===== src/rtl/vga_pkg.sv =====
// vga_pkg: shared definitions for the VGA scan-out slice.
//   - Default 640x480@60 timing constants (pixel clocks / lines).
//   - Pixel_Mode encoding (MODE_8BPP, MODE_16BPP).
//   - Colour-expansion helpers producing 4-bit-per-channel RGB.
package vga_pkg;

  localparam int unsigned VgaHActive = 640;
  localparam int unsigned VgaHFp     = 16;
  localparam int unsigned VgaHSync   = 96;
  localparam int unsigned VgaHBp     = 48;
  localparam int unsigned VgaVActive = 480;
  localparam int unsigned VgaVFp     = 10;
  localparam int unsigned VgaVSync   = 2;
  localparam int unsigned VgaVBp     = 33;

  typedef enum logic {
    MODE_8BPP  = 1'b0,
    MODE_16BPP = 1'b1
  } pixel_mode_e;

  typedef struct packed {
    logic [3:0] r;
    logic [3:0] g;
    logic [3:0] b;
  } rgb444_t;

  // R3G2B3 byte: replicate MSBs so full-scale codes map to 0xF.
  function automatic rgb444_t unpack_rgb323(input logic [7:0] px);
    rgb444_t c;
    c.r = {px[7:5], px[7]};
    c.g = {px[4:3], px[4:3]};
    c.b = {px[2:0], px[2]};
    return c;
  endfunction

  function automatic rgb444_t unpack_rgb444(input logic [11:0] px);
    rgb444_t c;
    c.r = px[11:8];
    c.g = px[7:4];
    c.b = px[3:0];
    return c;
  endfunction

endpackage


===== src/rtl/vga_timing.sv =====
// vga_timing: horizontal/vertical counters plus combinational decode.
//   clk_i, rst_i      : pixel clock, synchronous active-high reset
//   h_cnt_o, v_cnt_o  : current raster position (stage 0)
//   h_sync_o, v_sync_o: sync levels with polarity already applied
//   active_o          : position lies in the visible area
//   frame_start_o     : position is (0,0)
//   vblank_start_o    : position is (0,V_ACTIVE), first clock of vertical blank
module vga_timing #(
  parameter int unsigned H_ACTIVE = 640,
  parameter int unsigned H_FP     = 16,
  parameter int unsigned H_SYNC   = 96,
  parameter int unsigned H_BP     = 48,
  parameter int unsigned V_ACTIVE = 480,
  parameter int unsigned V_FP     = 10,
  parameter int unsigned V_SYNC   = 2,
  parameter int unsigned V_BP     = 33,
  parameter bit          H_POL    = 1'b0,
  parameter bit          V_POL    = 1'b0,
  parameter int unsigned HCntW    = $clog2(H_ACTIVE + H_FP + H_SYNC + H_BP),
  parameter int unsigned VCntW    = $clog2(V_ACTIVE + V_FP + V_SYNC + V_BP)
) (
  input  logic             clk_i,
  input  logic             rst_i,
  output logic [HCntW-1:0] h_cnt_o,
  output logic [VCntW-1:0] v_cnt_o,
  output logic             h_sync_o,
  output logic             v_sync_o,
  output logic             active_o,
  output logic             frame_start_o,
  output logic             vblank_start_o
);

  localparam int unsigned HTotal = H_ACTIVE + H_FP + H_SYNC + H_BP;
  localparam int unsigned VTotal = V_ACTIVE + V_FP + V_SYNC + V_BP;

  logic [HCntW-1:0] h_q;
  logic [VCntW-1:0] v_q;
  logic             h_wrap, v_wrap;
  logic             h_in_sync, v_in_sync;

  assign h_wrap = (32'(h_q) == HTotal - 1);
  assign v_wrap = (32'(v_q) == VTotal - 1);

  always_ff @(posedge clk_i) begin
    if (rst_i) begin
      h_q <= '0;
      v_q <= '0;
    end else begin
      h_q <= h_wrap ? '0 : h_q + HCntW'(1);
      if (h_wrap) begin
        v_q <= v_wrap ? '0 : v_q + VCntW'(1);
      end
    end
  end

  assign h_in_sync = (32'(h_q) >= H_ACTIVE + H_FP) && (32'(h_q) < H_ACTIVE + H_FP + H_SYNC);
  assign v_in_sync = (32'(v_q) >= V_ACTIVE + V_FP) && (32'(v_q) < V_ACTIVE + V_FP + V_SYNC);

  assign h_cnt_o        = h_q;
  assign v_cnt_o        = v_q;
  assign h_sync_o       = h_in_sync ? H_POL : ~H_POL;
  assign v_sync_o       = v_in_sync ? V_POL : ~V_POL;
  assign active_o       = (32'(h_q) < H_ACTIVE) && (32'(v_q) < V_ACTIVE);
  assign frame_start_o  = (h_q == '0) && (v_q == '0);
  assign vblank_start_o = (h_q == '0) && (32'(v_q) == V_ACTIVE);

endmodule


===== src/rtl/vga_sram_scanout.sv =====
// vga_sram_scanout: VGA scan-out from asynchronous 16-bit SRAM.
//   CLOCK, RESET            : pixel clock, synchronous active-high reset
//   Pixel_Mode              : 0 = 8bpp R3G2B3, 1 = 16bpp RGB444 (adopted at frame start)
//   Frame_Base, Swap_Req    : next frame buffer, adopted at first clock of vertical blank
//   Swap_Ack                : pulses in the cycle the new base is taken
//   H_Sync, V_Sync, Active  : timing outputs aligned with RGB
//   R_out, G_out, B_out     : 4-bit colour, zero outside the visible area
//   Pixel_X_pos/Pixel_Y_pos : raster position of the pixel on RGB
//   SRAM_Addr, SRAM_Data    : read port; data is sampled the clock after the address
//   Chip_EN..UB             : active-low SRAM controls (read-only use)
// Pipeline: stage 0 counters, stage 1 address/byte selects, stage 2 data -> RGB.
module vga_sram_scanout
  import vga_pkg::*;
#(
  parameter int unsigned H_ACTIVE = VgaHActive,
  parameter int unsigned H_FP     = VgaHFp,
  parameter int unsigned H_SYNC   = VgaHSync,
  parameter int unsigned H_BP     = VgaHBp,
  parameter int unsigned V_ACTIVE = VgaVActive,
  parameter int unsigned V_FP     = VgaVFp,
  parameter int unsigned V_SYNC   = VgaVSync,
  parameter int unsigned V_BP     = VgaVBp,
  parameter bit          H_POL    = 1'b0,
  parameter bit          V_POL    = 1'b0,
  parameter int unsigned ADDR_W   = 19
) (
  input  logic              CLOCK,
  input  logic              RESET,
  input  logic              Pixel_Mode,
  input  logic [ADDR_W-1:0] Frame_Base,
  input  logic              Swap_Req,
  output logic              Swap_Ack,
  output logic              H_Sync,
  output logic              V_Sync,
  output logic [3:0]        R_out,
  output logic [3:0]        G_out,
  output logic [3:0]        B_out,
  output logic              Active,
  output logic [9:0]        Pixel_X_pos,
  output logic [9:0]        Pixel_Y_pos,
  output logic [ADDR_W-1:0] SRAM_Addr,
  input  logic [15:0]       SRAM_Data,
  output logic              Chip_EN,
  output logic              Write_EN,
  output logic              Out_EN,
  output logic              LB,
  output logic              UB
);

  localparam int unsigned HCntW = $clog2(H_ACTIVE + H_FP + H_SYNC + H_BP);
  localparam int unsigned VCntW = $clog2(V_ACTIVE + V_FP + V_SYNC + V_BP);
  localparam int unsigned IdxW  = ADDR_W + 1;

  // Stage 0
  logic [HCntW-1:0] h_cnt;
  logic [VCntW-1:0] v_cnt;
  logic             hs0, vs0, act0, frame_start, vblank_start;

  vga_timing #(
    .H_ACTIVE (H_ACTIVE),
    .H_FP     (H_FP),
    .H_SYNC   (H_SYNC),
    .H_BP     (H_BP),
    .V_ACTIVE (V_ACTIVE),
    .V_FP     (V_FP),
    .V_SYNC   (V_SYNC),
    .V_BP     (V_BP),
    .H_POL    (H_POL),
    .V_POL    (V_POL),
    .HCntW    (HCntW),
    .VCntW    (VCntW)
  ) u_timing (
    .clk_i          (CLOCK),
    .rst_i          (RESET),
    .h_cnt_o        (h_cnt),
    .v_cnt_o        (v_cnt),
    .h_sync_o       (hs0),
    .v_sync_o       (vs0),
    .active_o       (act0),
    .frame_start_o  (frame_start),
    .vblank_start_o (vblank_start)
  );

  logic [IdxW-1:0]   idx_q, idx_cur;
  logic [ADDR_W-1:0] cur_base_q, word_off, addr_d;
  pixel_mode_e       cur_mode_q, mode_cur;

  // At (0,0) the index restarts and the freshly sampled mode already governs pixel 0.
  assign idx_cur  = frame_start ? '0 : idx_q;
  assign mode_cur = frame_start ? pixel_mode_e'(Pixel_Mode) : cur_mode_q;
  assign word_off = (mode_cur == MODE_16BPP) ? idx_cur[ADDR_W-1:0] : idx_cur[ADDR_W:1];
  assign addr_d   = cur_base_q + word_off;

  assign Swap_Ack = vblank_start & Swap_Req & ~RESET;

  // Stage 1 side-band
  logic              act1, hs1, vs1, sel_hi1;
  pixel_mode_e       mode1;
  logic [9:0]        x1, y1;

  // Stage 2 colour
  rgb444_t rgb_d;

  always_comb begin
    rgb_d = '0;
    if (act1) begin
      if (mode1 == MODE_16BPP) begin
        rgb_d = unpack_rgb444(SRAM_Data[11:0]);
      end else begin
        rgb_d = unpack_rgb323(sel_hi1 ? SRAM_Data[15:8] : SRAM_Data[7:0]);
      end
    end
  end

  always_ff @(posedge CLOCK) begin
    if (RESET) begin
      idx_q       <= '0;
      cur_base_q  <= '0;
      cur_mode_q  <= MODE_8BPP;
      SRAM_Addr   <= '0;
      LB          <= 1'b0;
      UB          <= 1'b0;
      act1        <= 1'b0;
      hs1         <= ~H_POL;
      vs1         <= ~V_POL;
      sel_hi1     <= 1'b0;
      mode1       <= MODE_8BPP;
      x1          <= '0;
      y1          <= '0;
      R_out       <= '0;
      G_out       <= '0;
      B_out       <= '0;
      Active      <= 1'b0;
      H_Sync      <= ~H_POL;
      V_Sync      <= ~V_POL;
      Pixel_X_pos <= '0;
      Pixel_Y_pos <= '0;
    end else begin
      // Stage 0 state
      idx_q      <= act0 ? idx_cur + IdxW'(1) : idx_cur;
      cur_mode_q <= mode_cur;
      if (vblank_start && Swap_Req) begin
        cur_base_q <= Frame_Base;
      end
      // Stage 1
      SRAM_Addr <= addr_d;
      if (mode_cur == MODE_16BPP) begin
        LB <= 1'b0;
        UB <= 1'b0;
      end else begin
        LB <= idx_cur[0];
        UB <= ~idx_cur[0];
      end
      act1    <= act0;
      hs1     <= hs0;
      vs1     <= vs0;
      sel_hi1 <= idx_cur[0];
      mode1   <= mode_cur;
      x1      <= 10'(h_cnt);
      y1      <= 10'(v_cnt);
      // Stage 2
      R_out       <= rgb_d.r;
      G_out       <= rgb_d.g;
      B_out       <= rgb_d.b;
      Active      <= act1;
      H_Sync      <= hs1;
      V_Sync      <= vs1;
      Pixel_X_pos <= x1;
      Pixel_Y_pos <= y1;
    end
  end

  assign Chip_EN  = 1'b0;
  assign Out_EN   = 1'b0;
  assign Write_EN = 1'b1;

endmodule


===== config.mk =====
export PLATFORM = sky130hd
export DESIGN_NAME = vga_sram_scanout
export DESIGN_NICKNAME = d
export VERILOG_FILES = /design/src/rtl/vga_pkg.sv /design/src/rtl/vga_timing.sv /design/src/rtl/vga_sram_scanout.sv
export SDC_FILE = /design/constraint.sdc
export NUM_CORES = 1
export LEC_CHECK = 0
export ABC_AREA = 1
export CAP_MARGIN = 10
export CORE_MARGIN = 4
export CORE_UTILIZATION = 58
export DETAILED_ROUTE_END_ITERATION = 10
export PLACE_DENSITY_LB_ADDON = 0.2
export SLEW_MARGIN = 20
export SYNTH_ARGS = -nofsm -noshare
export SYNTH_HDL_FRONTEND = slang
export SYNTH_SLANG_ARGS = --single-unit
export TNS_END_PERCENT = 1

===== constraint.sdc =====
create_clock -name CLOCK -period 9.05 [get_ports CLOCK]
set_input_delay 1.3575 -clock CLOCK [delete_from_list [all_inputs] [get_ports CLOCK]]
set_output_delay 1.3575 -clock CLOCK [all_outputs]
set_load 0.01 [all_outputs]

==> results of run 1 <==
layer usage:
layer  track usage  vias to the layer above
li1              -                     2989
met1        0.3373                     2563
met2        0.3570                      225
met3       0.06310                       25
met4       0.07692                        0
met5             0                        -
sequential cells by signal (all words and copies together), names as in the netlist, 10 cells and up:
signal            count
u_timing.h_cnt_o     10
Pixel_X_pos          10
SRAM_Addr            19
y1                   10
idx_q                20
x1                   10
u_timing.v_cnt_o     10
Pixel_Y_pos          10
cur_base_q           19
logic make-up (layout without fill, tap and decap cells):
family                   count (synthesis)  in the layout  synth area share
XOR/XNOR                                 6              6          0.008203
AND/OR/NAND/NOR                        412            412            0.2859
flip-flops                             140            140            0.4375
other                                    2              3          0.001172
adder cells (fa/ha/maj)                 25             25           0.05000
buffers and inverters                  140            241           0.09004
AO/OA/AOI/OAI                          151            151            0.1271
synth_stat cells (3+ instances only):
cell type    n
nor2_1     170
dfxtp_1    140
nand2_1    129
inv_1      106
o21ai_0     74
a21oi_1     54
nand3_1     42
ha_1        24
clkbuf_1    17
nor3_1      16
nand4_1     10
nor2_2       9
nand2_2      7
nand3_2      6
nor2_4       6
inv_2        5
nor3b_1      5
xor2_1       5
o211ai_1     4
a21o_1       3
buf_4        3
buf_6        3
nand3b_1     3
o21a_1       3
o21bai_1     3
o22ai_1      3
or2_2        3
worst max path at each step:
stage | from | end | slack (ns)
after global placement | Swap_Req | Swap_Ack | 4.30
after CTS | Swap_Req | Swap_Ack | 4.27
after detailed placement | Swap_Req | Swap_Ack | 4.29
final | Swap_Req | Swap_Ack | 4.26
after floorplan | RESET | Swap_Ack | 5.69
after global routing | Swap_Req | Swap_Ack | 4.07
where the power goes:
part / total [mW] / internal [mW] / switching, mW
combinational: 0.104 / 0.0448 / 0.0591
clock: 0.688 / 0.421 / 0.267
sequential: 0.636 / 0.628 / 0.00853
total: 1.43 / 1.09 / 0.335
per-stage QoR:
step / setup WS (ns) / cells / instance area, um2 / utilization
after floorplan: 5.689 / 877 / 6410 / -
after global placement: 4.303 / 1087 / 7393 / 0.6820
after detailed placement: 4.295 / 1087 / 7393 / 0.6820
after CTS: 4.266 / 1118 / 7979 / 0.7360
after global routing: 4.073 / 1118 / 7979 / 0.7360
final: 4.258 / 1118 / 7979 / 0.7360
cell type report:
class | instances | area [um2] | share of cell area
timing repair buffer | 97 | 960.9 | 0.1204
multi-input combinational | 597 | 3030 | 0.3798
tap | 140 | 175.2 | 0.02195
clock buffer | 18 | 417.9 | 0.05238
clock inverter | 13 | 167.7 | 0.02101
sequential | 140 | 2803 | 0.3513
inverter | 113 | 424.2 | 0.05316
worst register-to-register path, cell delays in order (launching register included):
cell	delay, ns
dfxtp_1	0.41
inv_1	0.12
ha_1	0.21
inv_1	0.06
nor2_1	0.05
nand3_2	0.09
nor2_4	0.05
nand2_4	0.31
inv_2	0.13
nor2_1	0.37
o21ai_0	0.25
fa_1	0.50
nand2_1	0.10
nand2_1	0.05
o21ai_0	0.17
inv_1	0.11
nand3_1	0.09
nand3_1	0.12
a21oi_1	0.25
o21ai_0	0.11
a21oi_1	0.14
==> results_dict.tcl, run 1 <==
set metrics [dict create \
    drt_iter0_drc 528 \
    power_mw 1.428 \
    max-vdd-ir-drop_v 0.0001761 \
    critPathTopFamily "buffers and inverters" \
    wirelength_mm 14.63 \
    rsz0062_at_grt "false" \
    setup_viol_count_final 0 \
    r2r_start "u_timing.v_cnt_o[1]$_SDFFE_PP0P_" \
    outcome "complete, no violations" \
    syn-cell-area_um2 6406 \
    crit_type "input pin to primary output" \
    finalHoldViolations 0 \
    netlist_instances 876 \
    vias_per_cell 5.190 \
    power.density_nw_per_um2 179.0 \
    vias 5802 \
    rrSetupSlack_ns 5.31 \
    crit_top_cell "clkdlybuf4s50_1" \
    holdWs_ns 0.3992 \
    worst_path_largest_cell_delay_ns 0.58 \
    holdCritStartpoint "x1[4]$_SDFF_PP0_" \
    cts.clk_slew.worst_paths_ns 0.06 \
    crit_arrival_ns 3.43 \
    post-route-drc-count 0 \
    cp_num_cells 5 \
    antenna_found_initial 0 \
    netlist.area_leader.share 0.4375 \
    start_util 0.5910 \
    synth_cell_types 44 \
    yosys.area.top_type "dfxtp_1" \
    wl_met2_mm 6.361 \
    final_common_cell "nor2_1" \
    grt_max_degree 60 \
    critical_path_buf_inv_count 2 \
    tns_ns 0 \
    layout.nets 1030 \
    cts_buffers 17 \
    clock-sinks 140 \
    whs_path_depth 2 \
    clockRootBuffer "clkbuf_8" \
    core-area_um2 10840 \
    reg2reg_to "SRAM_Addr[16]$_SDFF_PP0_" \
    fp.dieArea_um2 12790 \
    syn_area_per_cell_um2 7.313 \
    ios 99 \
    grt_pass1_wl_mm 24.87 \
    first_pass_iters 5 \
    ctsLongestPathBuffers 2 \
    wl_per_cell_um 13.08 \
    die_y_um 113.1 \
    cp.required_ns 7.69 \
    min_period_ns 4.792 \
    maxCapViolCount 0 \
    cts_hold_buf 0 \
    routed.top_layer "met4" \
    crit_fanout 21 \
    dp_hpwl_mm 10.16 \
    wl_met1_mm 6.907 \
    htreeDepth 4 \
    crit_path_end_kind "primary output" \
    slew_violations 0 \
    cp-start-kind "input pin" \
    worst_pin_slew_ns 0.8355 \
    final_cell_mix "170 x nor2_1, 140 x dfxtp_1, 129 x nand2_1" \
    max_clock_freq_mhz 208.7 \
    wl_met3_mm 1.098 \
    p_leak_nw 3.380 \
    gp_congestion 0.9026 \
    fin_crit_sh 0.5295 \
    die_w_um 113.1 \
    grt.total_usage 0.2388 \
    synth.area.top_cells "dfxtp_1 44%, nor2_1 10%, nand2_1 7.6%, inv_1 6.2%, o21ai_0 5.8%" \
    synth_top_flop_cell "dfxtp_1" \
    syn_to_final_growth_pct 24.55 \
    slowest_stage "clkdlybuf4s50_1" \
    worstRegToRegCells 20 \
    grt_overflow_total 0 \
    async_reset_ff_frac 0 \
    port_buffers 95 \
    ys_seq_area_frac 0.4375 \
    grt_pass1_vias 5300 \
    relSlewSlack 0.4415 \
    postRouteAntennaNets 0 \
    diodes 0 \
    rows 38 \
    insertion_delay_ns 0.54 \
    n_fill_cell 906 \
    cp_cell_sequence "clkdlybuf4s50_1 > and3_1 > nand3_1 > nor2_1 > clkdlybuf4s50_1" \
    synth_seq_cells 140 \
    post-cts-setup-buffer-count 0 \
    cts_tree "yes" \
    cts_resized 0 \
    yosysWarnings 0 \
    clock_skew_ns 0.007430 \
    synth_edf_count 0 \
    hold_end "Pixel_X_pos[4]$_SDFF_PP0_" \
    drive_above_1_share 0.07464 \
    hold_class "flop to flop" \
]
Note: power is estimated with default switching activity, not from simulation.
==> run 2: changes to the inputs <==
--- a/config.mk
+++ b/config.mk
@@ -8,7 +8,7 @@
 export ABC_AREA = 1
 export CAP_MARGIN = 10
 export CORE_MARGIN = 4
-export CORE_UTILIZATION = 58
+export CORE_UTILIZATION = 49
 export DETAILED_ROUTE_END_ITERATION = 10
 export PLACE_DENSITY_LB_ADDON = 0.2
 export SLEW_MARGIN = 20
==> constraint.sdc (replaced) <==
create_clock -name CLOCK -period 4.3 [get_ports CLOCK]
set_input_delay 0.645 -clock CLOCK [delete_from_list [all_inputs] [get_ports CLOCK]]
set_output_delay 0.645 -clock CLOCK [all_outputs]
set_load 0.01 [all_outputs]
==> run 2 against run 1 <==
Via count shrank 1.4%. Cell count rose by 3.1%. Clock skew is 0.0035 ns higher. Wire length grew 1.0%. Register-to-register slack worse by 4.6 ns. Combinational power grew 120%. First-iteration DRC count is 10% higher. Sequential power increased by 110%. Critical path type is now flop to flop. Largest power group unchanged.
==> results_dict.tcl, run 2 (synthesized netlist as in run 1, its figures left out) <==
set metrics [dict create \
    min_period_ns 3.613 \
    die_y_um 122.3 \
    grt.total_usage 0.2090 \
    cts_tree "yes" \
    grt.busiest_layer "met2" \
    start_util 0.5035 \
    cts_buffers 17 \
    rows 41 \
    n_fill_cell 1193 \
    final_cell_mix "170 x nor2_1, 140 x dfxtp_1, 129 x nand2_1" \
    gp_congestion 0.9369 \
    hold_class "flop to flop" \
    htreeDepth 4 \
    outcome "complete, no violations" \
    cp.required_ns 4.67 \
    largest_register_ffs 20 \
    holdWs_ns 0.3997 \
    dp_hpwl_mm 10.73 \
    clock_skew_ns 0.01096 \
    reg2reg_to "SRAM_Addr[10]$_SDFF_PP0_" \
    grt_max_degree 43 \
    cts_hold_buf 0 \
    startpoint "u_timing.v_cnt_o[0]$_SDFFE_PP0P_" \
    setup_viol_count_final 0 \
    cp-start-kind "flop" \
    tns_ns 0 \
    crit_fanout 34 \
    power.density_nw_per_um2 373.6 \
    antenna_found_initial 0 \
    vias_per_cell 4.963 \
    cts_resized 0 \
    relSlewSlack 0.4944 \
    whs_path_depth 2 \
    layout.nets 1032 \
    grtUsageMet3 0.06406 \
    ff_latch_area_um2 2803 \
    insertion_delay_ns 0.42 \
    fin_crit_sh 0.8403 \
    fp.dieArea_um2 14970 \
    finalHoldViolations 0 \
    syn_to_final_growth_pct 25.45 \
    utilization 0.6317 \
    crit_type "flop to flop" \
    first_pass_iters 5 \
    grt_pass1_wl_mm 24.97 \
    slowest_stage "fa_1" \
    rsz0062_at_grt "false" \
    wirelength_mm 14.78 \
    maxCapViolCount 0 \
    dpl-instance-area_um2 7448 \
    slew_violations 0 \
    endpoint "SRAM_Addr[10]$_SDFF_PP0_" \
    critical_path_buf_inv_count 4 \
    drt_iter0_drc 582 \
    regMostFlops "idx_q" \
    critPathTopFamily "simple AND/OR/NAND/NOR gates" \
    cp_cell_sequence "inv_1 > ha_1 > inv_1 > nor2_1 > nand3_2 > nor2_4 > nand2_4 > nand2_1 > inv_1 > nand2_1 > o21ai_0 > ha_1 > fa_1 > nand2_1 > nand2_1 > o21ai_0 > inv_1 > a21oi_1 > o21ai_0 > a21oi_1 > o21a_1" \
    ctsLongestPathBuffers 2 \
    grt_overflow_total 0 \
    r2r_start "u_timing.v_cnt_o[0]$_SDFFE_PP0P_" \
    gr-usage-met1 0.2843 \
    crit_arrival_ns 3.98 \
    worst_pin_slew_ns 0.7576 \
    clockRootBuffer "clkbuf_16" \
    p_leak_nw 3.376 \
    die_w_um 122.3 \
    cp_num_cells 21 \
    worst_path_largest_cell_delay_ns 0.44 \
    vias 5722 \
    wl_per_cell_um 12.82 \
    rrSetupSlack_ns 0.69 \
    max_clock_freq_mhz 276.7 \
    grtUsageMet2 0.3116 \
    cts.clk_slew.worst_paths_ns 0.07 \
    clock-sinks 140 \
    port_buffers 95 \
    grt_pass1_vias 5272 \
    multiInputGateArea_um2 3030 \
    postRouteAntennaNets 0 \
    ios 99 \
    post-route-drc-count 0 \
    crit_path_end_kind "flop" \
    core-area_um2 12720 \
    final_common_cell "nor2_1" \
    finalInstanceArea_um2 8036 \
    max-vdd-ir-drop_v 0.0002103 \
    post-cts-setup-buffer-count 0 \
    diodes 0 \
    drive_above_1_share 0.07645 \
    worstRegToRegCells 21 \
    largest_registers "idx_q (20), SRAM_Addr (19), cur_base_q (19)" \
]
==> run 2: cell types whose count changed in the layout (fill, tap and decap cells not counted), sizes merged <==
cell	delta
clkinv	-1
clkinvlp	+3
bufinv	-1
clkbuf	+2
inv	-2
buf	+2
==> run 2: area by class of cell <==
type	count	share of cell area
multi-input combinational	597	0.3771
clock inverter	12	0.01759
clock buffer	20	0.05558
inverter	113	0.05278
tap	172	0.02678
sequential	140	0.3487
timing repair buffer	99	0.1214
==> run 2: worst min-delay path by stage <==
stage,startpoint,endpoint,slack (ns)
detailed placement,x1[3]$_SDFF_PP0_,Pixel_X_pos[3]$_SDFF_PP0_,0.39
global route,y1[8]$_SDFF_PP0_,Pixel_Y_pos[8]$_SDFF_PP0_,0.41
finish,x1[3]$_SDFF_PP0_,Pixel_X_pos[3]$_SDFF_PP0_,0.40
CTS,y1[8]$_SDFF_PP0_,Pixel_Y_pos[8]$_SDFF_PP0_,0.40
floorplan,x1[0]$_SDFF_PP0_,Pixel_X_pos[0]$_SDFF_PP0_,0.39
global placement,hs1$_SDFF_PP1_,H_Sync$_SDFF_PP1_,0.39
==> run 2: stage by stage <==
| step | total power [mW] | instances | setup WS (ns) |
|---|---|---|---|
| final | 3.003 | 1153 | 0.6866 |
| after CTS | 3.025 | 1153 | 0.7349 |
| after floorplan | 1.502 | 877 | 1.187 |
| after global routing | 3.113 | 1153 | 0.2090 |
| after global placement | 1.586 | 1121 | 0.8686 |
| after detailed placement | 1.588 | 1121 | 0.7627 |
==> run 2: power breakdown <==
part	leakage, nW	internal, mW	total, mW	switching [mW]
Clock	0.269	0.873	1.44	0.568
Combinational	1.97	0.0957	0.229	0.134
Sequential	1.13	1.32	1.33	0.0105
Total	3.38	2.29	3.00	0.713
==> run 2: layer usage <==
metal	wire length, um	part of all wire
met3	1308	0.089
met5	0	0
met4	297	0.020
met2	6245	0.42
met1	6925	0.47
==> run 2: worst min-delay path: stages, from the launching register on <==
cell	delay [ns]
dfxtp_1	0.29
inv_1	0.04
nor2_1	0.03
